===== config.mk =====
export PLATFORM = sky130hd
export DESIGN_NAME = rv_multicycle_sequencer
export DESIGN_NICKNAME = d
export VERILOG_FILES = /design/src/rtl/rv_pkg.sv /design/src/rtl/rv_wait_timer.sv /design/src/rtl/rv_multicycle_sequencer.sv
export SDC_FILE = /design/constraint.sdc
export NUM_CORES = 1
export LEC_CHECK = 0
export ABC_AREA = 1
export CAP_MARGIN = 20
export CORE_ASPECT_RATIO = 0.6
export CORE_MARGIN = 2
export CORE_UTILIZATION = 50
export CTS_CLUSTER_SIZE = 24
export DETAILED_ROUTE_END_ITERATION = 7
export GPL_TIMING_DRIVEN = 0
export PLACE_DENSITY = 0.79
export SLEW_MARGIN = 25
export SYNTH_ARGS = -nofsm -noshare
export SYNTH_HDL_FRONTEND = slang
export SYNTH_HIERARCHICAL = 1
export SYNTH_SLANG_ARGS = --single-unit

===== constraint.sdc =====
create_clock -name clk -period 4.6 [get_ports clk]
set_clock_uncertainty 0.2 [all_clocks]
set_input_delay 0.92 -clock clk [delete_from_list [all_inputs] [get_ports clk]]
set_output_delay 0.92 -clock clk [all_outputs]
set_load 0.02 [all_outputs]

===== src/rtl/rv_pkg.sv =====
// Shared types for the multi-cycle RV32I sequencer: opcodes, FSM states, trap causes, WB mux select.
package rv_pkg;

   localparam logic [6:0] OPC_LUI    = 7'b0110111;
   localparam logic [6:0] OPC_AUIPC  = 7'b0010111;
   localparam logic [6:0] OPC_JAL    = 7'b1101111;
   localparam logic [6:0] OPC_JALR   = 7'b1100111;
   localparam logic [6:0] OPC_BRANCH = 7'b1100011;
   localparam logic [6:0] OPC_LOAD   = 7'b0000011;
   localparam logic [6:0] OPC_STORE  = 7'b0100011;
   localparam logic [6:0] OPC_OP_IMM = 7'b0010011;
   localparam logic [6:0] OPC_OP     = 7'b0110011;

   localparam logic [31:0] INSN_NOP = 32'h0000_0013;

   typedef enum logic [2:0] {FETCH, DECODE, EXECUTE, MEM, WB, HALT, TRAP} state_t;
   typedef enum logic [1:0] {CAUSE_NONE, CAUSE_ILLEGAL, CAUSE_MISALIGN, CAUSE_BUS} trap_cause_t;
   typedef enum logic [1:0] {WB_ALU, WB_LMD, WB_PC4} wb_sel_t;

   function automatic logic is_legal_opcode(input logic [6:0] opc);
      case (opc)
         OPC_LUI, OPC_AUIPC, OPC_JAL, OPC_JALR, OPC_BRANCH,
         OPC_LOAD, OPC_STORE, OPC_OP_IMM, OPC_OP: return 1'b1;
         default:                                 return 1'b0;
      endcase
   endfunction

endpackage


===== src/rtl/rv_wait_timer.sv =====
// Bus wait counter: counts cycles spent waiting for ready; expired once MEM_TIMEOUT waits have elapsed.
module rv_wait_timer #(
   parameter int MEM_TIMEOUT = 15
) (
   input  logic clk,
   input  logic reset_i,
   input  logic clr_i,
   input  logic en_i,
   output logic expired_o
);
   localparam int W = $clog2(MEM_TIMEOUT + 1);

   logic [W-1:0] cnt_q, cnt_d;

   assign expired_o = (cnt_q == W'(MEM_TIMEOUT));

   // Saturates at the limit so a stalled owner cannot wrap back into range.
   always_comb begin
      cnt_d = cnt_q;
      if (clr_i)
         cnt_d = '0;
      else if (en_i && !expired_o)
         cnt_d = cnt_q + W'(1);
   end

   always_ff @(posedge clk) begin
      if (reset_i)
         cnt_q <= '0;
      else
         cnt_q <= cnt_d;
   end

endmodule


===== src/rtl/rv_multicycle_sequencer.sv =====
// Multi-cycle RV32I control path: owns PC/IR and sequences FETCH/DECODE/EXECUTE/MEM/WB around the datapath,
// with handshake memories, bus timeout, illegal/misaligned traps, halt at instruction boundaries and a retire counter.
module rv_multicycle_sequencer
   import rv_pkg::*;
#(
   parameter int              XLEN        = 32,
   parameter logic [XLEN-1:0] RESET_PC    = '0,
   parameter int              MEM_TIMEOUT = 15,
   parameter int              CNT_W       = 32
) (
   input  logic             clk,
   input  logic             reset,
   output logic             imem_req,
   output logic [XLEN-1:0]  imem_addr,
   input  logic [31:0]      imem_rdata,
   input  logic             imem_ready,
   output logic             dmem_req,
   output logic             dmem_we,
   input  logic             dmem_ready,
   input  logic             ex_branch_flag,
   input  logic [XLEN-1:0]  ex_target,
   input  logic             halt_req,
   output logic [XLEN-1:0]  pc,
   output logic [31:0]      ir,
   output logic             ex_en,
   output logic             rf_we,
   output logic [1:0]       wb_sel,
   output logic [CNT_W-1:0] retired,
   output logic             halted,
   output logic             trap,
   output logic [1:0]       trap_cause
);
   state_t           state_q;
   trap_cause_t      cause_q;
   logic [XLEN-1:0]  pc_q, tgt_q, pc_plus4;
   logic [31:0]      ir_q;
   logic [CNT_W-1:0] retired_q;
   logic [6:0]       opcode;
   logic             is_jump, misalign, wait_st, ready_now, tmr_expired;
   state_t           boundary_st;
   wb_sel_t          wb_sel_c;

   assign opcode      = ir_q[6:0];
   assign pc_plus4    = pc_q + XLEN'(4);
   assign is_jump     = (opcode == OPC_JAL) || (opcode == OPC_JALR);
   assign misalign    = (ex_target[1:0] != 2'b00);
   assign boundary_st = halt_req ? HALT : FETCH;
   assign wait_st     = (state_q == FETCH) || (state_q == MEM);
   assign ready_now   = (state_q == FETCH) ? imem_ready : dmem_ready;

   rv_wait_timer #(.MEM_TIMEOUT(MEM_TIMEOUT)) u_wait_timer (
      .clk       (clk),
      .reset_i   (reset),
      .clr_i     (!wait_st || ready_now),
      .en_i      (wait_st && !ready_now),
      .expired_o (tmr_expired)
   );

   always_comb begin
      wb_sel_c = WB_ALU;
      if (opcode == OPC_LOAD)
         wb_sel_c = WB_LMD;
      else if (is_jump)
         wb_sel_c = WB_PC4;
   end

   assign imem_req   = (state_q == FETCH);
   assign imem_addr  = pc_q;
   assign dmem_req   = (state_q == MEM);
   assign dmem_we    = (state_q == MEM) && (opcode == OPC_STORE);
   assign pc         = pc_q;
   assign ir         = ir_q;
   assign ex_en      = (state_q == EXECUTE);
   assign rf_we      = (state_q == WB);
   assign wb_sel     = wb_sel_c;
   assign retired    = retired_q;
   assign halted     = (state_q == HALT);
   assign trap       = (state_q == TRAP);
   assign trap_cause = cause_q;

   always_ff @(posedge clk) begin
      if (reset) begin
         state_q   <= FETCH;
         cause_q   <= CAUSE_NONE;
         pc_q      <= RESET_PC;
         tgt_q     <= '0;
         ir_q      <= INSN_NOP;
         retired_q <= '0;
      end else begin
         case (state_q)
            FETCH: begin
               if (imem_ready) begin
                  ir_q    <= imem_rdata;
                  state_q <= DECODE;
               end else if (tmr_expired) begin
                  cause_q <= CAUSE_BUS;
                  state_q <= TRAP;
               end
            end
            DECODE: begin
               if (is_legal_opcode(opcode)) begin
                  state_q <= EXECUTE;
               end else begin
                  cause_q <= CAUSE_ILLEGAL;
                  state_q <= TRAP;
               end
            end
            EXECUTE: begin
               tgt_q <= ex_target;
               if ((opcode == OPC_LOAD) || (opcode == OPC_STORE)) begin
                  state_q <= MEM;
               end else if (opcode == OPC_BRANCH) begin
                  if (ex_branch_flag && misalign) begin
                     cause_q <= CAUSE_MISALIGN;
                     state_q <= TRAP;
                  end else begin
                     pc_q      <= ex_branch_flag ? ex_target : pc_plus4;
                     retired_q <= retired_q + CNT_W'(1);
                     state_q   <= boundary_st;
                  end
               end else if (is_jump && misalign) begin
                  cause_q <= CAUSE_MISALIGN;
                  state_q <= TRAP;
               end else begin
                  state_q <= WB;
               end
            end
            MEM: begin
               if (dmem_ready) begin
                  if (opcode == OPC_STORE) begin
                     pc_q      <= pc_plus4;
                     retired_q <= retired_q + CNT_W'(1);
                     state_q   <= boundary_st;
                  end else begin
                     state_q <= WB;
                  end
               end else if (tmr_expired) begin
                  cause_q <= CAUSE_BUS;
                  state_q <= TRAP;
               end
            end
            WB: begin
               pc_q      <= is_jump ? tgt_q : pc_plus4;
               retired_q <= retired_q + CNT_W'(1);
               state_q   <= boundary_st;
            end
            HALT: begin
               if (!halt_req)
                  state_q <= FETCH;
            end
            TRAP: state_q <= TRAP;
            default: state_q <= TRAP;
         endcase
      end
   end

endmodule

# --- Word-level counts from Yosys, hierarchy flattened ---
# Index checks and enable logic that the tools add are counted.
word_totals:
  reg_bits: 137
  latch_bits: 0
  ram_bits: 0
  rom_bits: 0
  inputBits: 70
  output_inout_bits: 139
  elab_cells: 99
  memories: 0
op_classes:
  addsub: 3
  mul: 0
  div: 0
  order_cmp: 0
  n_eq_ne: 27
  shift: 0
  mux: 41
  bitwise_logic: 0
  reduce_logical: 21
ops:
  columns: ["cell", "n"]
  rows:
  - ["2-to-1 mux 32 bit", 12]
  - ["one-hot mux 32 bit (3 select lines)", 2]
  - ["adder 32 x 1 -> 32 bit, second input constant", 1]
  - ["adder 32 x 3 -> 32 bit, second input constant", 1]
  - ["2-to-1 mux 3 bit", 10]
  - ["2-to-1 mux 2 bit", 11]
  - ["== test 7 x 6 -> 1 bit, second input constant", 3]
  - ["== test 7 bit, second input constant", 3]
  - ["one-hot mux 3 bit (6 select lines)", 1]
  - ["== test 7 x 5 -> 1 bit, second input constant", 2]
  - ["!= test 2 bit, second input constant", 6]
  - ["== test 3 bit, second input constant", 3]
  - ["OR reduction 9 bit", 1]
  - ["one-hot mux 2 bit (4 select lines)", 1]
  - ["== test 7 x 2 -> 1 bit, second input constant", 1]
  - ["AND reduction 7 bit", 1]
  - ["== test 3 x 2 -> 1 bit, second input constant", 2]
  - ["!= test 2 x 1 -> 1 bit, second input constant", 3]
  - ["AND reduction 6 bit", 1]
  - ["logical AND 1 bit", 5]
  - ["adder 4 x 1 -> 4 bit, second input constant", 1]
  - ["== test 4 bit, second input constant", 1]
  - ["logical OR 1 bit", 4]
  - ["2-to-1 mux 1 bit", 4]
  - ["other kinds (10)", 12]

# --- Depth between registers and ports, before layout ---
# Gate-level depths: netlist of the first run.
depth:
  depth_word: 7
  mapped_depth: 13
  depth_no_buf: 13

# --- Hierarchy ---
# The synthesis of the first run kept the hierarchy.
modules_own_cells:
  columns: ["module", "instances", "cells_per_inst", "area_each_um2", "seq_area_each_um2"]
  rows:
  - ["rv_multicycle_sequencer", 1, 1353, 8156.6, 2662.6]
  - ["rv_wait_timer", 1, 29, 200.2, 80.1]

# --- Least setup slack after synthesis of the first run ---
# Ideal clock, no wire load.
synth_timing:
  path_type: "reg2out"
  from: "register state_q[2]"
  to: "output port ex_en"
  arrival_ns: 1.167
  t_required_ns: 3.480
  setup_slack_ns: 2.313
  path_stages_with_launch: 7
  n_path_buf: 3
  cell_sequence: "dfxtp_1 > buf_4 > clkinv_2 > nand2_1 > nor2_2 > buf_2 > buf_2"
synth_via:
  elab_chain_len: 1
synth_rtl:
  columns: ["item", "line_no", "source"]
  rows:
  - ["from (decl)", "rv_multicycle_sequencer.sv:33", "state_t state_q;"]
  - ["from (signal assigned)", "rv_multicycle_sequencer.sv:119", "state_q <= boundary_st;"]
  - ["from (signal assigned)", "rv_multicycle_sequencer.sv:133", "state_q <= boundary_st;"]
  - ["from (signal assigned)", "rv_multicycle_sequencer.sv:145", "state_q <= boundary_st;"]
  - ["== test 3 x 2 -> 1 bit", "rv_multicycle_sequencer.sv:73", "assign ex_en = (state_q == EXECUTE);"]
  - ["to (decl)", "rv_multicycle_sequencer.sv:25", "output logic ex_en,"]
# No other way between the ends.

# --- Final worst setup path of the first run ---
# Same ends and word-level chain as after synthesis.

==> summary.md, run 1 <==
| Metric | Value |
|---|---|
| Status | finished clean |
| Antenna diode instance count | 0 |
| WL/cell | ~17 microns |
| Slew HR | a little over 50% |
| Post_cts resized | 0 |
| Critical path class | reg -> out |
| CP delay by family, top | buffers and inverters |
| Top post-synthesis cells by area | dfxtp_1, nand2_1, nor2_1 |
| Placer congestion estimate | around 1 |
| Final HPWL DP | about 24 mm |
| CP max stage delay | ~0.64 ns |
| CP endpoint kind | primary output |
| Final Util | between 60% and 70% |
| GR Layer Usage met1 | between 50% and 60% |
| Drt pass-1 iters | 6 |
| Largest net degree at the start of global routing | 17 |
| Root buffer cell | clkbuf_16 |
| VDD IR max | between 0.2 and 0.3 mV |
| Total GRT Usage | a little over a third |
| Row Count | 36 |
| CTS buffer count | 17 |
| DR iter-0 viols | around 1300 |
| Number of max-cap violations | 0 |
| Mapped Avg Cell Area | approximately 6 sq um |
| WP data required | about 3.5 ns |
| CP bufs+invs | 5 |
| Final Hold Viols | 0 |
| Clock Latency Late Sink | about 0.42 ns |
| CTS tree | built |
| ANT nets after route | 0 |
| Core ar. | approximately 16000 sq um |
| Seq pwr share | about 29% |
| Leakage power total | 4.68 nW |
| Dpl cell area | 10700 sq um |
| Net switching power | roughly 2.8 mW |
| FF+latch count, synth | around 140 |
| # IOs | 209 |
| Port Buf Inserts | ~210 |
| Clock sink total | ~140 |
| Clock share of power | 23.8% |
| Avg Vias per Cell | 5.32 |
| Initial antenna violation count | 0 |
| Global-route wire length before repair | 47.9 mm |
| Fin Setup TNS | 0 ns |
| CTS Hold Bufs | 0 |
| H-tree Lvls | 4 |
| Synth Flop Type | dfxtp_1 |
| Gr busiest metal | met1 |
| Crit Path Max Fanout | 10 |
| RSZ-0062 raised after global routing | no |
| Clock slew at reported path FFs | ~0.07 ns |
| Final instance area | approximately 11000 sq um |
| Die area | around 18000 sq um |
| Drt total wl | approximately 31 mm |
| Fin crit period | 3.57 ns |
| Via count | a little under 10000 |
| CTS Buffer Depth | 2 |
| # DRC | 0 |
| Initial Util | 51.3% |
| Crit-path slowest cell | clkdlybuf4s50_1 |
| CP most frequent cell | buf_2 |
| Startpoint type of the worst setup path | register |
| Crit-path cells | buf_4, clkinv_2, nand2_1, nor2_2, buf_2, buf_2, clkdlybuf4s50_1 |
| GRT overflow | 0 |
| Syn Std Cell Area | between 8000 and 9000 sq um |
| Fraction of met2 tracks used by global routing | a little under half |
| Least-Margin Pin Slew | 0.732 ns |
| Comb pwr share | 47.1% |
| Final nets | 1682 |
| Post-Layout Cell Count | between 1500 and 2000 |
| Ys Warns | 6 |
| Mapped Nets | ~1500 |
| Slew Limit Fails | 0 |
| Placed Cells incl. Taps | approximately 1800 |
| Sequential area share after synthesis | between 30% and 40% |
| Fill cells | roughly 1500 |
| Post-synth top area share | 32.8% |
| Layout area overhead | 36.0% |
| Share of layout cells above drive strength 1 | under 10% |
| Synth async-reset ratio | 0% |
| Period utilisation layout | between 70% and 80% |
| Design Power | 6.34 mW |
| Setup-failing EPs final | 0 |
| Vias in the first global route | 8810 |
| Die Wd | about 170 microns |
| Post-CTS Setup Inserts | 0 |
| Synth area leader | dfxtp_1 |
| Pwr Density | approximately 560 nW/um^2 |
| Chip height | ~100 microns |
| Maximum clock rate | 280 MHz |
| Post-synth EDFFs | 0 |
| Syn Inst Count | about 1400 |
| Library cells used by synthesis | 37 |
| Internal power | approximately 3.6 mW |
| Met3 usage | around an eighth |
| Hold Path Class | reg -> reg |
| Switching share of power | 43.7% |
| Worst path arrival time | 2.45 ns |
## area by class of cell
type	count	area, sq um	share of cell area [%]
Buffer	85	562	4.94
Clock buffer	18	439	3.87
Clock inverter	14	199	1.75
Inverter	143	538	4.74
Multi-Input combinational cell	1017	4510	39.7
Sequential cell	137	2740	24.1
Tap cell	228	285	2.51
Timing Repair Buffer	208	2080	18.3
## layer usage
layer  wire length (microns)  share of wire [%]  up-vias
met2                   12000                 38      596
li1                        -                  -     4794
met4                     363                1.2        0
met5                       0                  0        -
met1                   14600                 47     4424
met3                    4370                 14       32
## stage by stage
stage	hold slack, ns	setup WS [ns]
after detailed placement	0.243	1.40
after CTS	0.252	1.07
after global routing	0.266	0.902
final	0.250	1.03
after floorplan	0.225	2.31
after global placement	0.234	1.40
## flip-flops by register name (all words and copies together) (netlist names)
| signal | flops |
|---|---|
| ir | 32 |
| state_q | 3 |
| tgt_q | 32 |
| imem_addr | 32 |
| retired | 32 |
| u_wait_timer/cnt_q | 4 |
| trap_cause | 2 |
## worst paths after layout
path                            slack, ns  depth (start not counted)             to           from
worst max-delay path                 1.03                          7          ex_en     state_q[2]
worst max register to register       2.00                         10  imem_addr[18]   imem_addr[2]
worst min register to register       0.25                          2  trap_cause[1]  trap_cause[1]
worst min-delay path                 0.25                          2  trap_cause[1]  trap_cause[1]
## layout by cell type, fill, tap and decap left out, drive strengths merged
master,instances
o21bai,1
dfxtp,137
and3,1
nor3,24
xnor2,2
ha,3
clkbuf,37
clkinv,4
nand2,456
nand3b,7
o21ai,109
a21oi,115
clkdlybuf4s50,208
nand3,82
a31oi,1
inv,150
or2,1
xor2,11
o211ai,1
bufinv,3
o2111ai,1
nor2,196
nand4,6
buf,66
## synth_stat cells, types with 5 or more instances
cell	instances
nor2_1	187
xor2_1	11
buf_4	38
a21oi_1	114
nor2_4	5
buf_6	11
nand4_1	6
inv_1	137
clkbuf_1	18
buf_2	13
o21ai_1	10
nand3b_1	7
dfxtp_1	137
o21ai_0	99
nand2_1	449
nor3_1	20
nand3_1	78
## worst min-delay path, cell delays in order, from the launching register on
cell	delay (ns)
dfxtp_1	0.31
inv_1	0.05
a21oi_1	0.05
## cell families (layout without fill, tap and decap cells)
group / count (synthesis) / count (layout) / synth area share, %
simple gates: 773 / 773 / 38.4
compound gates: 228 / 228 / 13.8
buf+inv: 228 / 468 / 13.2
flops: 137 / 137 / 32.8
xor+xnor: 13 / 13 / 1.36
fa+ha+maj: 3 / 3 / 0.449
## power groups by stage
stage / clock network [mW] / registers, mW / logic (mW)
finish: 1.51 / 1.84 / 2.99
global route: 1.57 / 1.87 / 3.23
global placement: 0 / 1.84 / 2.88
CTS: 1.52 / 1.82 / 2.94
detailed placement: 0 / 1.85 / 2.91
floorplan: 0 / 1.94 / 1.60
Power figures use the tool's default switching activity.
==> run 2: changes to the inputs <==
- clock period: 4.6 -> 3.59 ns (I/O delays scaled with it)
==> results of run 2 <==
The final DEF is identical to that of run 1. Status: finished clean.
Among the figures that moved: setup slack after placement 1.40 ns -> 0.590 ns; setup slack after layout 1.03 ns -> 0.226 ns; register-to-register setup slack 2.00 ns -> 0.99 ns; total power 6.34 mW -> 8.12 mW; worst IR drop on VDD 0.263 mV -> 0.336 mV
==> run 3: changes to the inputs <==
- PLACE_DENSITY: 0.79 -> 0.81
- SETUP_SLACK_MARGIN: not set -> 0.1
==> run 3 against run 2 <==
Net effect:
- sequential power hardly changed
- non-clock buffer count stayed put
- worst setup slack worse by 0.0032 ns
- global-route usage is 0.90 points higher
- utilization is 0.12 points lower
- via count is 1.0% higher
- fmax hardly changed
- sequential cell count stayed put
- worst hold slack better by 0.0011 ns
- sequential share of layout area hardly changed
- die area stayed put
- first-iteration DRC count is 1.4% higher
==> summary.md, run 3 (synthesis gave the netlist of run 1 again) <==
| Metric | Value |
|---|---|
| Status | finished clean |
| H-tree Lvls | 4 (unchanged) |
| CTS buffer count | 17 (unchanged) |
| Worst path arrival time | 2.45 ns (about the same) |
| # IOs | 209 (unchanged) |
| Clock slew at reported path FFs | 0.08 ns (about the same) |
| GRT overflow | 0 (unchanged) |
| Chip height | 104 microns (unchanged) |
| Number of max-cap violations | 0 (unchanged) |
| Clock sink total | 137 (unchanged) |
| Period utilisation layout | 93.8% |
| Layout area overhead | 35.7% |
| Clock share of power | 22.7% (-1.1 points) |
| Net switching power | ~3.7 mW |
| Pwr Density | just over 700 nW/um^2 |
| DR iter-0 viols | 1349 (+1.4%) |
| Placer congestion estimate | 0.982 (-2.2%) |
| # DRC | 0 (unchanged) |
| Fin crit period | between 3 and 4 ns |
| Internal power | roughly 4.4 mW |
| Drt pass-1 iters | 5 (-1) |
| CTS Hold Bufs | 0 (unchanged) |
| Crit Path Max Fanout | 10 (unchanged) |
| Leakage power total | 4.67 nW (-0.34%) |
| RSZ-0062 raised after global routing | no |
| Core ar. | 16300 sq um (unchanged) |
| Post-CTS Setup Inserts | 0 (unchanged) |
| Maximum clock rate | 297 MHz |
| Setup-failing EPs final | 0 (unchanged) |
| Total GRT Usage | 35.7% (+0.90 points) |
| Port Buf Inserts | 208 (unchanged) |
| Seq pwr share | 29.6% (+0.5 points) |
| Fill cells | 1497 (-2.5%) |
| Post_cts resized | 0 (unchanged) |
| Die area | 17800 sq um (unchanged) |
| Final nets | 1682 (unchanged) |
| Final Hold Viols | 0 (unchanged) |
| Share of layout cells above drive strength 1 | 7.77% (unchanged) |
| Antenna diode instance count | 0 (unchanged) |
| Comb pwr share | 47.7% (+0.6 points) |
| Least-Margin Pin Slew | 0.636 ns (-0.0958 ns) |
| Final HPWL DP | 25.1 mm (+4.3%) |
| CTS tree | built |
| Fin Setup TNS | 0 ns (unchanged) |
| Critical path class | reg -> out |
| Row Count | 36 (unchanged) |
| Global-route wire length before repair | 48.9 mm (+1.9%) |
| Via count | 9944 (+1.0%) |
| Design Power | 8.03 mW |
| VDD IR max | slightly below 0.4 mV |
| Most frequent cells in the layout | nand2_1, clkdlybuf4s50_1, nor2_1 |
| Startpoint type of the worst setup path | register |
| Drt total wl | 31.9 mm (+2.2%) |
| CP endpoint kind | primary output |
| Slew Limit Fails | 0 (unchanged) |
| Most common cell after layout, fill and taps aside | nand2_1 |
| Switching share of power | about 46% |
| Root buffer cell | clkbuf_16 |
| Clock Latency Late Sink | 0.44 ns (+0.02 ns) |
| Vias in the first global route | 8905 (+1.1%) |
| Avg Vias per Cell | 5.38 (+1.0%) |
| CTS Buffer Depth | 2 (unchanged) |
| Slew HR | 57.6% (+6.4 points) |
| Largest net degree at the start of global routing | 19 (+2) |
| Initial antenna violation count | 1 (+1) |
| Hold Path Class | reg -> reg |
| ANT nets after route | 0 (unchanged) |
| WL/cell | 17.3 microns (+2.2%) |
| Die Wd | 171 microns (unchanged) |
| Initial Util | 51.3% (unchanged) |
| WP data required | around 2.7 ns |
[run 3: changes by cell type in the layout (fill, tap and decap cells not counted), sizes merged]
cell / before / now
clkinv: 4 / 10
bufinv: 3 / 0
inv: 150 / 148
clkbuf: 37 / 36
[run 3: worst max-delay path, cell delays in order (launching register included)]
cell	delay, ns
dfxtp_1	0.31
buf_4	0.17
clkinv_2	0.11
nand2_1	0.09
nor2_2	0.18
buf_2	0.25
buf_2	0.27
clkdlybuf4s50_1	0.64
[run 3: worst paths after layout]
kind | endpoint | from | cells past startpoint | slack (ns)
worst min-delay path | trap_cause[1] | trap_cause[1] | 2 | 0.25
worst max register to register | imem_addr[18] | imem_addr[2] | 11 | 0.88
worst min register to register | trap_cause[1] | trap_cause[1] | 2 | 0.25
worst max-delay path | ex_en | state_q[2] | 7 | 0.22
[run 3: metrics by stage]
stage	setup WS [ns]	cell area (sq um)	utilization [%]	hold WS, ns	std cells
after global routing	0.127	11300	69.6	0.271	1850
after global placement	0.475	10700	65.8	0.234	1818
after floorplan	1.50	8360	-	0.225	1382
after detailed placement	0.519	10700	65.8	0.242	1818
after CTS	0.252	11300	69.6	0.252	1850
final	0.222	11300	69.6	0.252	1850
[run 3: layout make-up]
cell class,count,area [sq um],area share (%)
tap,228,285,2.51
clock buffer,17,425,3.75
multi-input combinational,1017,4510,39.8
sequential,137,2740,24.2
timing repair buffer,208,2080,18.4
buffer,85,562,4.95
clock inverter,15,194,1.71
inverter,143,538,4.74
[run 3: layer usage]
| layer | share of wire (%) | track usage, % |
|---|---|---|
| met3 | 16 | 15.1 |
| met2 | 37 | 45.4 |
| met1 | 46 | 54.2 |
| met4 | 1.5 | 8.17 |
| met5 | 0.038 | 0 |
[run 3: power groups by stage]
stage               sequential (mW)  clock, mW  combinational [mW]
global route                   2.41       1.90                4.13
CTS                            2.35       1.83                3.76
detailed placement             2.38          0                3.73
global placement               2.37          0                3.68
floorplan                      2.49          0                2.05
finish                         2.38       1.83                3.83
==> RTL change 1: new RTL, config.mk and constraints of run 3 <==
The 7 states of `state_t` get a one-hot encoding in 7 bits.
--- a/src/rtl/rv_pkg.sv
+++ b/src/rtl/rv_pkg.sv
@@ -13,7 +13,7 @@
 
    localparam logic [31:0] INSN_NOP = 32'h0000_0013;
 
-   typedef enum logic [2:0] {FETCH, DECODE, EXECUTE, MEM, WB, HALT, TRAP} state_t;
+   typedef enum logic [6:0] {FETCH = 7'b0000001, DECODE = 7'b0000010, EXECUTE = 7'b0000100, MEM = 7'b0001000, WB = 7'b0010000, HALT = 7'b0100000, TRAP = 7'b1000000} state_t;
    typedef enum logic [1:0] {CAUSE_NONE, CAUSE_ILLEGAL, CAUSE_MISALIGN, CAUSE_BUS} trap_cause_t;
    typedef enum logic [1:0] {WB_ALU, WB_LMD, WB_PC4} wb_sel_t;
 
Behaviour: same outputs for any inputs over 4 cycles, from zero or initial values and one cycle with reset high; so few cycles prove little.
==> RTL change 1 against run 3 <==
  * Die area unchanged
  * Sequential cell count up 4
  * Final area down 0.21%
  * Routed wire length down 5.2%
  * Cell count about the same
  * Setup slack worse by 38 ps
  * Via count up 0.93%
  * Fmax down 1.1%
  * Critical path depth down 1
  * Synthesized area unchanged
Power is not compared: it rests on default switching activity, and its combinational part moved more than twofold at a synthesized area within 25%.
==> RTL change 1: results (changes against run 3) <==
status finished clean (unchanged); yosys warns 6 (unchanged); M3 GR Usage 8.79% (was 15.1%); Post-Syn Instances 1379 (was 1382); total track usage 33.6% (was 35.7%); Placed Cells 1815 (was 1818); Commonest cells post-synth nand2_1 (357), nor2_1 (261), dfxtp_1 (141) (was nand2_1 (449), nor2_1 (187), dfxtp_1 (137), inv_1 (137), a21oi_1 (114)); total global routing overflow 0 (unchanged); FFs w/ async S/R, synth 0% (unchanged); Net Count, Synth 1452 (was 1455); Worst EP arrival 2490 ps (was 2450 ps); Layout area overhead 35.5% (was 35.7%); placed cell areas 0.0107 mm2 (unchanged); Max H-tree Level 4 (unchanged); Final HPWL DP 22700 um (was 25100 um); nets 1681 (was 1682); Hold Crit Start tgt_q[29]$_SDFFE_PP0P_ (was trap_cause[1]$_SDFFE_PP0P_); GP Congestion 0.984 (was 0.982); Place WS 355 ps (was 519 ps); clock-pin slew on the worst setup and hold paths roughly 70 ps; Hold Crit Class reg2reg (unchanged); Sw Share between 20% and 30%; M2 GR Usage 49.3% (was 45.4%); largest net degree at the start of global routing 17 (was 19); leading post-synthesis cells by cell area dfxtp_1 (34%), nand2_1 (16%), nor2_1 (12%) (was dfxtp_1 (33%), nand2_1 (20%), nor2_1 (8.4%)); Vias/cell 5.43 (was 5.38); maximum root-to-sink buffer count 2 (unchanged); CTS buffer count 17 (unchanged); first-pass GRT wire length 47200 um (was 48900 um); static leakage between 4 and 5 nW; source of the worst register-to-register timing path retired[0]$_SDFFE_PP0P_ (was imem_addr[2]$_SDFFE_PP0P_); vias in the first global route 9032 (was 8905); DR pass1 iterations 6 (was 5); fill cell count 1481 (was 1497); via count 10000 (was 9944); max_slew headroom 50.2% (was 57.6%); Seq/Total Area, Yosys 33.8% (was 32.8%); Root Driver clkbuf_16 (unchanged); met1 usage 48.7% (was 54.2%); Routed WL per cell 16.4 um (was 17.3 um); Antenna Cells 0 (unchanged); crit path from ir[5]$_SDFFE_PP0P_ (was state_q[2]$_SDFFE_PP0P_); Iter 0 DRT Violations 1272 (was 1349); initial antenna violation count 0 (was 1); synth unique cells 36 (was 37); share of post-route cells with drive strength above 1 6.60% (was 7.77%); crit path max fanout 10 (unchanged); peak supply drop between 0.0002 and 0.00025 V
==> RTL change 1: kinds of logic after synthesis <==
group | share of synthesized area [%]
AO/OA/AOI/OAI | 14.5
flip-flops | 33.8
AND/OR/NAND/NOR | 37.7
XOR/XNOR | 2.31
adder cells (fa/ha/maj) | 0.449
buffers and inverters | 11.3
==> RTL change 1: layout make-up <==
class / count / area share, %
clock inverter: 14 / 1.18
clock buffer: 18 / 3.88
multi-input combinational: 1028 / 40.5
tap: 228 / 2.52
timing repair buffer: 211 / 18.6
sequential: 141 / 24.9
buffer: 89 / 4.37
inverter: 120 / 4.01
==> RTL change 1: power by group through the flow <==
stage | registers (mW) | logic [mW] | clock network [mW]
after floorplan | 1.69 | 0.149 | 0
after global placement | 1.65 | 0.381 | 0
after detailed placement | 1.65 | 0.386 | 0
after CTS | 1.62 | 0.389 | 1.77
after global routing | 1.62 | 0.425 | 1.84
final | 1.62 | 0.395 | 1.77
==> RTL change 1: metal layers <==
metal	up-vias	routed length (um)
li1	4836	-
met4	0	479
met5	-	0
met3	49	4060
met1	4552	13400
met2	599	12300
==> RTL change 1: worst paths after layout <==
path	endpoint	slack [ps]	cells after the start
worst min register to register	tgt_q[29]$_SDFFE_PP0P_	270	2
worst max register to register	retired[24]$_SDFFE_PP0P_	800	10
worst min-delay path	tgt_q[29]$_SDFFE_PP0P_	270	2
worst max-delay path	wb_sel[1]	180	6
==> RTL change 1: worst max-delay path, stage by stage (launching register included) <==
cell and delay [ps]:
dfxtp_1 440, nand3_1 110, inv_1 110, nand2_1 250, clkinvlp_4 210, buf_2 280
clkdlybuf4s50_1 660
==> RTL change 1: stage by stage <==
step           power [mW]  hold WS (ps)
3_5_place_dp         2.04           253
2_1_floorplan        1.84           230
6_report             3.79           266
5_1_grt              3.88           290
3_3_place_gp         2.03           248
4_1_cts              3.77           266
==> RTL change 1: what timing repair did <==
item / CTS / global route
resized for setup: 1 / 0
buffers inserted: 0 / 3
setup endpoints to repair: 1 / 2
==> RTL change 2: new RTL, config.mk and constraints of run 3 <==
Without the edit above. The parameter `CNT_W` goes from 32 to 16.
--- a/src/rtl/rv_multicycle_sequencer.sv
+++ b/src/rtl/rv_multicycle_sequencer.sv
@@ -6,7 +6,7 @@
    parameter int              XLEN        = 32,
    parameter logic [XLEN-1:0] RESET_PC    = '0,
    parameter int              MEM_TIMEOUT = 15,
-   parameter int              CNT_W       = 32
+   parameter int              CNT_W       = 16
 ) (
    input  logic             clk,
    input  logic             reset,
Interface: changed (resized retired); port bits go from 209 to 193. The function was not compared with the original's and may differ.
==> RTL change 2 against run 3 <==
  * First-iteration DRC count is 29% lower
  * Final area fell by 12%
  * Routed wire length down 15%
  * Total power hardly changed
  * Sequential cell count decreased by 16
  * Non-clock buffer count decreased by 24
  * Combinational power increased by 7.0%
  * Clock power decreased by 5%
  * Sequential share of layout area increased by 0.098 points
  * Synthesized area down 13%
  * Setup slack better by 15 ps
  * Fmax is 0.44% higher
  * Highest routed layer is now met4
==> RTL change 2: results (changes against run 3) <==
clock-pin slew on the worst setup and hold paths 60 ps (was 80 ps); initial antenna violation count 0 (was 1); Clock Network Area Fraction 5.87% (was 5.46%); IO Port Bufs 192 (was 208); static leakage 4.11 nW (was 4.67 nW); clock latency on the worst-skew pair 420 ps (was 440 ps); Sw Pwr 3.58 mW (was 3.66 mW); multi-input logic area 0.00387 mm2 (was 0.00451 mm2); Inverters 118 (was 143); Iter 0 DRT Violations 954 (was 1349); peak supply drop 0.000403 V (was 0.000397 V); CTS buffer count 17 (unchanged); FFs w/ async S/R, synth 0% (unchanged); comb_multi_in 852 (was 1017); Worst Hold End ir[7]$_SDFFE_PP0P_ (was trap_cause[1]$_SDFFE_PP0P_); Hold Crit Start ir[7]$_SDFFE_PP0P_ (was trap_cause[1]$_SDFFE_PP0P_); share of post-route cells with drive strength above 1 8.62% (was 7.77%); Non-Clock Buffer Area Fraction 24.1% (was 23.3%); leading post-synthesis cells by cell area dfxtp_1 (33%), nand2_1 (17%), nor2_1 (10%) (was dfxtp_1 (33%), nand2_1 (20%), nor2_1 (8.4%)); largest net degree at the start of global routing 17 (was 19); Non-clock buffers 269 (was 293); Seq/Total Area, Yosys 33.5% (was 32.8%); Top delay family on crit path buffers and inverters (unchanged); clk pwr 1.73 mW (was 1.83 mW); register bit total from synthesis 121 (was 137); source of the worst register-to-register timing path imem_addr[2]$_SDFFE_PP0P_ (unchanged); r2r endpoint imem_addr[8]$_SDFFE_PP0P_ (was imem_addr[18]$_SDFFE_PP0P_); total track usage 35.0% (was 35.7%); Vias/cell 5.43 (was 5.38); Final HPWL DP 20400 um (was 25100 um); synth unique cells 38 (was 37); first-pass GRT wire length 42800 um (was 48900 um); Net Count, Synth 1241 (was 1455); sequential cell area share 24.3% (was 24.2%); CP max stage delay 660 ps (was 640 ps); max_slew headroom 49.4% (was 57.6%); Worst EP arrival 2430 ps (was 2450 ps); Place WS 569 ps (was 519 ps); clock buffers 18 (was 17); Detailed Route WL 27100 um (was 31900 um); DR pass1 iterations 6 (was 5); vias in the first global route 7941 (was 8905); Commonest cells post-synth nand2_1 (325), nor2_1 (193), dfxtp_1 (121) (was nand2_1 (449), nor2_1 (187), dfxtp_1 (137), inv_1 (137), a21oi_1 (114)); P_int 4.46 mW (was 4.37 mW); reg2reg path depth 9 (was 11); maximum root-to-sink buffer count 2 (unchanged); Final Cycle Share 93.4% (was 93.8%); Seq. pwr 2.20 mW (was 2.38 mW); status finished clean (unchanged); nets 1452 (was 1682); GP Congestion 1.01 (was 0.982)
[RTL change 2: routing by layer]
metal  GRT usage, %  up-vias  wire length, um  share of wire, %
li1               -     4110                -                 -
met1           52.7     3879            12500                46
met2           47.6      558            10400                38
met3           11.2       56             3810                14
met4           8.25        0              482               1.8
met5              0        -                0                 0
[RTL change 2: cells by family after synthesis]
family / Yosys count / share of synthesized area (%)
xor gates and xnor gates: 14 / 1.69
AOI/OAI and AO/OA: 218 / 15.7
and+or+nand+nor: 617 / 35.6
DFF: 121 / 33.5
buffers and inverters: 195 / 13.0
adders and majority gates: 3 / 0.519
[RTL change 2: through the flow]
stage | hold slack [ps] | area [um2] | cells
after floorplan | 230 | 7230 | 1168
after global placement | 237 | 9400 | 1552
after detailed placement | 254 | 9400 | 1552
after CTS | 264 | 9980 | 1584
after global routing | 287 | 9980 | 1584
final | 262 | 9980 | 1584
[RTL change 2: repair_timing]
action / 4_1_cts / 5_1_grt
hold endpoints to repair: 0 / 0
endpoints found under the setup margin: 0 / 1
resized for setup: 0 / 1
